### src/rtl/app_state_controller.sv
// app_state_controller: menu cursor, application launch, game-over page and idle return sequencer.
// Buttons are single-cycle pulses in the same clock domain; every output is registered.
module app_state_controller #(
   parameter int                  NUM_APPS     = 4,
   parameter int                  IDX_W        = 3,
   parameter logic [NUM_APPS-1:0] OVER_MASK    = 4'b0001,
   parameter logic [NUM_APPS-1:0] ABORT_MASK   = 4'b1111,
   parameter int                  IDLE_TIMEOUT = 10000
) (
   input  logic                clk,
   input  logic                reset,
   input  logic                btnC,
   input  logic                btnL,
   input  logic                btnR,
   input  logic                btnU,
   input  logic                btnD,
   input  logic [NUM_APPS-1:0] app_ended,
   output logic [1:0]          mode,
   output logic [IDX_W-1:0]    app_sel,
   output logic [NUM_APPS-1:0] app_run,
   output logic                app_start
);
   localparam int CNT_W = (IDLE_TIMEOUT > 0) ? $clog2(IDLE_TIMEOUT + 1) : 1;
   localparam logic [CNT_W-1:0] IDLE_LAST = CNT_W'(IDLE_TIMEOUT - 1);
   localparam logic [IDX_W-1:0] LAST_APP = IDX_W'(NUM_APPS - 1);

   typedef enum logic [1:0] {MENU = 2'b00, RUN = 2'b01, OVER = 2'b10} mode_t;

   mode_t               r_mode;
   logic [IDX_W-1:0]    r_sel;
   logic [NUM_APPS-1:0] r_run;
   logic                r_start;
   logic [CNT_W-1:0]    r_idle;

   logic w_btn, w_end, w_over, w_abort, w_timeout;

   // r_run is one-hot on the active app in RUN, so masking with it selects that app's bits
   assign w_btn     = btnC | btnL | btnR | btnU | btnD;
   assign w_end     = |(app_ended & r_run);
   assign w_over    = |(OVER_MASK & r_run);
   assign w_abort   = btnU & (|(ABORT_MASK & r_run));
   assign w_timeout = (IDLE_TIMEOUT != 0) && !w_btn && (r_idle == IDLE_LAST);

   always_ff @(posedge clk or posedge reset) begin
      if (reset) begin
         r_mode  <= MENU;
         r_sel   <= '0;
         r_run   <= '0;
         r_start <= 1'b0;
         r_idle  <= '0;
      end else begin
         r_start <= 1'b0;
         r_idle  <= '0;
         case (r_mode)
            MENU: begin
               if (btnC) begin
                  r_mode  <= RUN;
                  r_run   <= NUM_APPS'(1) << r_sel;
                  r_start <= 1'b1;
               end else if (btnR && !btnL) begin
                  r_sel <= (r_sel == LAST_APP) ? '0 : r_sel + 1'b1;
               end else if (btnL && !btnR) begin
                  r_sel <= (r_sel == '0) ? LAST_APP : r_sel - 1'b1;
               end
            end
            RUN: begin
               if (w_end || w_abort) begin
                  r_mode <= (w_end && w_over) ? OVER : MENU;
                  r_run  <= '0;
               end
            end
            OVER: begin
               if (btnC || w_timeout) r_mode <= MENU;
               else r_idle <= w_btn ? '0 : r_idle + 1'b1;
            end
            default: begin
               r_mode <= MENU;
               r_run  <= '0;
            end
         endcase
      end
   end

   assign mode      = r_mode;
   assign app_sel   = r_sel;
   assign app_run   = r_run;
   assign app_start = r_start;
endmodule

### config.mk
export PLATFORM = sky130hd
export DESIGN_NAME = app_state_controller
export DESIGN_NICKNAME = d
export VERILOG_FILES = /design/src/rtl/app_state_controller.sv
export SDC_FILE = /design/constraint.sdc
export NUM_CORES = 1
export LEC_CHECK = 0
export CORE_MARGIN = 8
export CORE_UTILIZATION = 40
export CTS_CLUSTER_DIAMETER = 150
export DETAILED_ROUTE_END_ITERATION = 16
export PLACE_DENSITY_LB_ADDON = 0.2
export RECOVER_POWER = 50
export SYNTH_ARGS = -nofsm -noshare
export SYNTH_HDL_FRONTEND = slang
export SYNTH_SLANG_ARGS = --single-unit
### constraint.sdc
create_clock -name clk -period 1.5 [get_ports clk]
set_clock_uncertainty 0.05 [all_clocks]
set_input_delay 0.45 -clock clk [delete_from_list [all_inputs] [get_ports clk]]
set_output_delay 0.45 -clock clk [all_outputs]
set_load 0.1 [all_outputs]
==> run summary <==
Leaving out fill and tap cells, the most frequent cell in the layout is sky130_fd_sc_hd__buf_4. The post-CTS clock slew at the launch and capture registers of the worst setup and hold paths is 0.15 ns. The count of max-cap constraint violations came out at 0.

The critical path is of the reg2out type. The routed layout has 1252 vias. The overall track demand over capacity in global routing is 13.5%. The initialized floorplan defines 20 standard-cell rows. Across all register-to-register paths, the minimum setup slack is -0.06 ns.

The number of buffers added by the clock tree synthesis step is 3. The flow ran to the end, but the final reports show violations. The transition at the pin with the smallest max-transition slack is 0.623 ns. The initial antenna violation count is 0. The number of synthesis warnings came out at 0. Data on the critical path is required at its endpoint by 1.00 ns.

In this run the number of H-tree levels came out at 1. The number of sinks on the clock net is 24. Hold timing on the final database bottoms out at a slack of 0.513 ns. The classification of the worst-slack hold path is reg2reg.

The fill cell instance count of the final layout came out at 200. The detail-routed via count per cell came out at 5.17. The post-layout worst setup margin came out at -0.131 ns. The cell sitting at the root of the clock tree is a sky130_fd_sc_hd__clkbuf_4.

The overall die area came out at 5370 um^2. The final reports fail on negative setup slack. In this run the horizontal extent of the chip is 73.3 um. With fillers left out, the area of the finished cells amounts to 2320 um^2. Of the cells placed in the final design, the portion with a size suffix greater than 1 is 52.5%.

The flip-flop and latch count after synthesis came out at 24. STA classifies the critical path startpoint as a flip-flop. The post-synthesis area per instance came out at 9.50 um^2.

The sequential-to-total area share from yosys stat came out at 45.8%. The placer congestion estimate came out at 0.800. The total DRC errors in the routed layout came out at 0. The total global routing overflow came out at 0.

The placeable core region is 3080 um^2. After routing, the total negative slack on setup checks comes to -0.999 ns. The die outline height came out at 73.3 um.

The cell area power density came out at 1610 nW/um^2. The total wire length is 3.82 mm. The count of final setup violators is 26. The mapped netlist covers 1310 um^2.

The area of the multi-input gates is 897 um^2. The final net count came out at 218. The count of buffers from port buffering is 20. The maximum buffer depth of the clock tree came out at 2. The max-slew violation count is 0. The count of boundary I/O pins is 21. The placed instances occupy a cell area of 1840 um^2. Of all cell types, the one taking the most synthesized area is sky130_fd_sc_hd__dfrtp_1.

The number of cells produced by synthesis came out at 138. Based on the critical path, the design can be clocked at up to 0.613 GHz. The minimum clock period is 1.63 ns. TritonCTS built the clock tree.

The repair_antennas step left the layout with diodes totalling 0. Summed over its instances, the top area cell type makes up 45.8% of the synthesized netlist area. Counting distinct cell types in the post-synthesis netlist gives 34.

Setup repair after global routing could not meet its margin everywhere. The clock latency at the later pin of the worst-skew pair came out at 0.33 ns. The number of placed cells counting well taps came out at 216. The effective utilization at floorplan came out at 42.6%. The HPWL after detailed placement came out at 2.18 mm. The number of iterations in the first detailed-routing pass is 6. Counting every net in the synthesized netlist gives 157. The synthesis-to-layout area growth is 77.0%. Across the VDD grid, the largest voltage drop is 1.74 mV.

The worst-case headroom to the max-slew limit is 58.5%. The share of the clock period used by the worst path is 109%. The largest net degree at the start of global routing is 25. STA classifies the critical path endpoint as an output pin. The number of nets with antenna violations after detailed routing came out at 0.

The wire length of the first global-routing pass came out at 5.64 mm. Leaving out fill and tap cells, the most frequent cells in the layout are sky130_fd_sc_hd__buf_4, sky130_fd_sc_hd__nor2_4, sky130_fd_sc_hd__dfrtp_1. The wire length per cell is 15.8 um. The number of endpoints with negative hold slack in the final report came out at 0.

The number of DRC markers after the initial detailed-route iteration came out at 54. For this design the static power due to leakage is 0.000938 uW. Leaving out filler cells and counting taps, the final layout contains 242.

The footprint of the flip-flops and latches came out at 629 um^2. Ranked by total cell area, the synthesized netlist is headed by sky130_fd_sc_hd__dfrtp_1, sky130_fd_sc_hd__ha_1, sky130_fd_sc_hd__xnor2_1. The largest fanout on the critical path came out at 3. The via count of the first global-routing pass is 1197.

The data arrival at the endpoint of the critical path came out at 1.13 ns.
[final cells by class]
class	instances	share of cell area, %
Sequential cell	24	27.1
Timing Repair Buffer	59	27.8
Clock inverter	1	1.29
Clock buffer	3	0.970
Inverter	11	1.78
Multi-Input combinational cell	100	38.7
Tap cell	44	2.37
[state kept, by name (all words and copies together) (netlist names)]
name	cells
app_start	1
app_sel	3
mode	2
app_run	4
r_idle	14
[final timing paths]
kind / to / start / cells past startpoint
worst max register to register: app_sel[0] / mode[0] / 5
max in group asynchronous: app_run[3] / reset / 3
worst min-delay path: r_idle[0] / r_idle[0] / 2
worst min register to register: r_idle[0] / r_idle[0] / 2
worst max-delay path: mode[0] / mode[0] / 2
min in group asynchronous: r_idle[4] / reset / 3
[power by group]
part           internal [uW]  switching [uW]  total [uW]
sequential               794             171         965
clock                    270             216         487
combinational           1000            1290        2290
[Yosys cell counts]
cell,instances
sky130_fd_sc_hd__nor4_1,1
sky130_fd_sc_hd__o21ai_0,5
sky130_fd_sc_hd__o41ai_1,1
sky130_fd_sc_hd__and4_1,1
sky130_fd_sc_hd__and3_1,2
sky130_fd_sc_hd__xor2_1,3
sky130_fd_sc_hd__a21oi_1,5
sky130_fd_sc_hd__nand3_2,1
sky130_fd_sc_hd__nor2_2,1
sky130_fd_sc_hd__clkbuf_2,1
sky130_fd_sc_hd__nor3b_1,3
sky130_fd_sc_hd__mux2i_1,2
sky130_fd_sc_hd__clkbuf_1,1
sky130_fd_sc_hd__or2_2,1
sky130_fd_sc_hd__nor4b_1,1
sky130_fd_sc_hd__inv_1,11
sky130_fd_sc_hd__dfrtp_1,24
sky130_fd_sc_hd__o32ai_1,1
sky130_fd_sc_hd__xnor2_1,10
sky130_fd_sc_hd__or4_1,1
sky130_fd_sc_hd__ha_1,8
sky130_fd_sc_hd__nor2b_1,2
sky130_fd_sc_hd__nand4_1,5
sky130_fd_sc_hd__or4_4,1
sky130_fd_sc_hd__buf_6,1
sky130_fd_sc_hd__nor3_1,6
sky130_fd_sc_hd__o31ai_1,1
sky130_fd_sc_hd__nand3_1,5
sky130_fd_sc_hd__nand2b_1,1
sky130_fd_sc_hd__nor3_2,1
sky130_fd_sc_hd__o21ai_1,1
sky130_fd_sc_hd__nor2_1,18
sky130_fd_sc_hd__a22oi_1,2
sky130_fd_sc_hd__nand2_1,10
[what timing repair did]
action	CTS	global route
endpoints found under the setup margin	27	32
resized for setup	30	46
pin swaps	10	13
gates cloned	1	0
hold buffers	0	0
buffers inserted	11	10
[per-layer routing]
layer | routed length [um] | track usage (%) | up-vias | part of all wire [%]
li1 | - | - | 594 | -
met1 | 1730 | 16.5 | 625 | 45
met2 | 1900 | 23.1 | 29 | 50
met3 | 165 | 2.59 | 4 | 4.3
met4 | 28 | 4.00 | 0 | 0.73
met5 | 0 | 0 | - | 0
[cells by family after synthesis]
family / after synthesis / synth area share [%]
adders and majority gates: 8 / 7.63
muxes: 2 / 1.53
and+or+nand+nor: 61 / 24.4
AOI/OAI and AO/OA: 16 / 7.25
DFF: 24 / 45.8
buffers and inverters: 14 / 4.67
xor gates and xnor gates: 13 / 8.68
[through the flow]
stage	worst slack [ns]	total power [uW]	utilization, %
floorplan	-0.182	2020	-
global placement	-0.685	2670	59.6
detailed placement	-0.740	2700	59.6
CTS	-0.125	3430	67.8
global route	-0.160	3890	75.4
finish	-0.131	3740	75.4
[critical path: stages, from the launching register on]
cell and delay [ns]:
sky130_fd_sc_hd__dfrtp_4 0.52, sky130_fd_sc_hd__buf_6 0.13, sky130_fd_sc_hd__buf_12 0.15
Note: power is estimated with default switching activity, not from simulation.
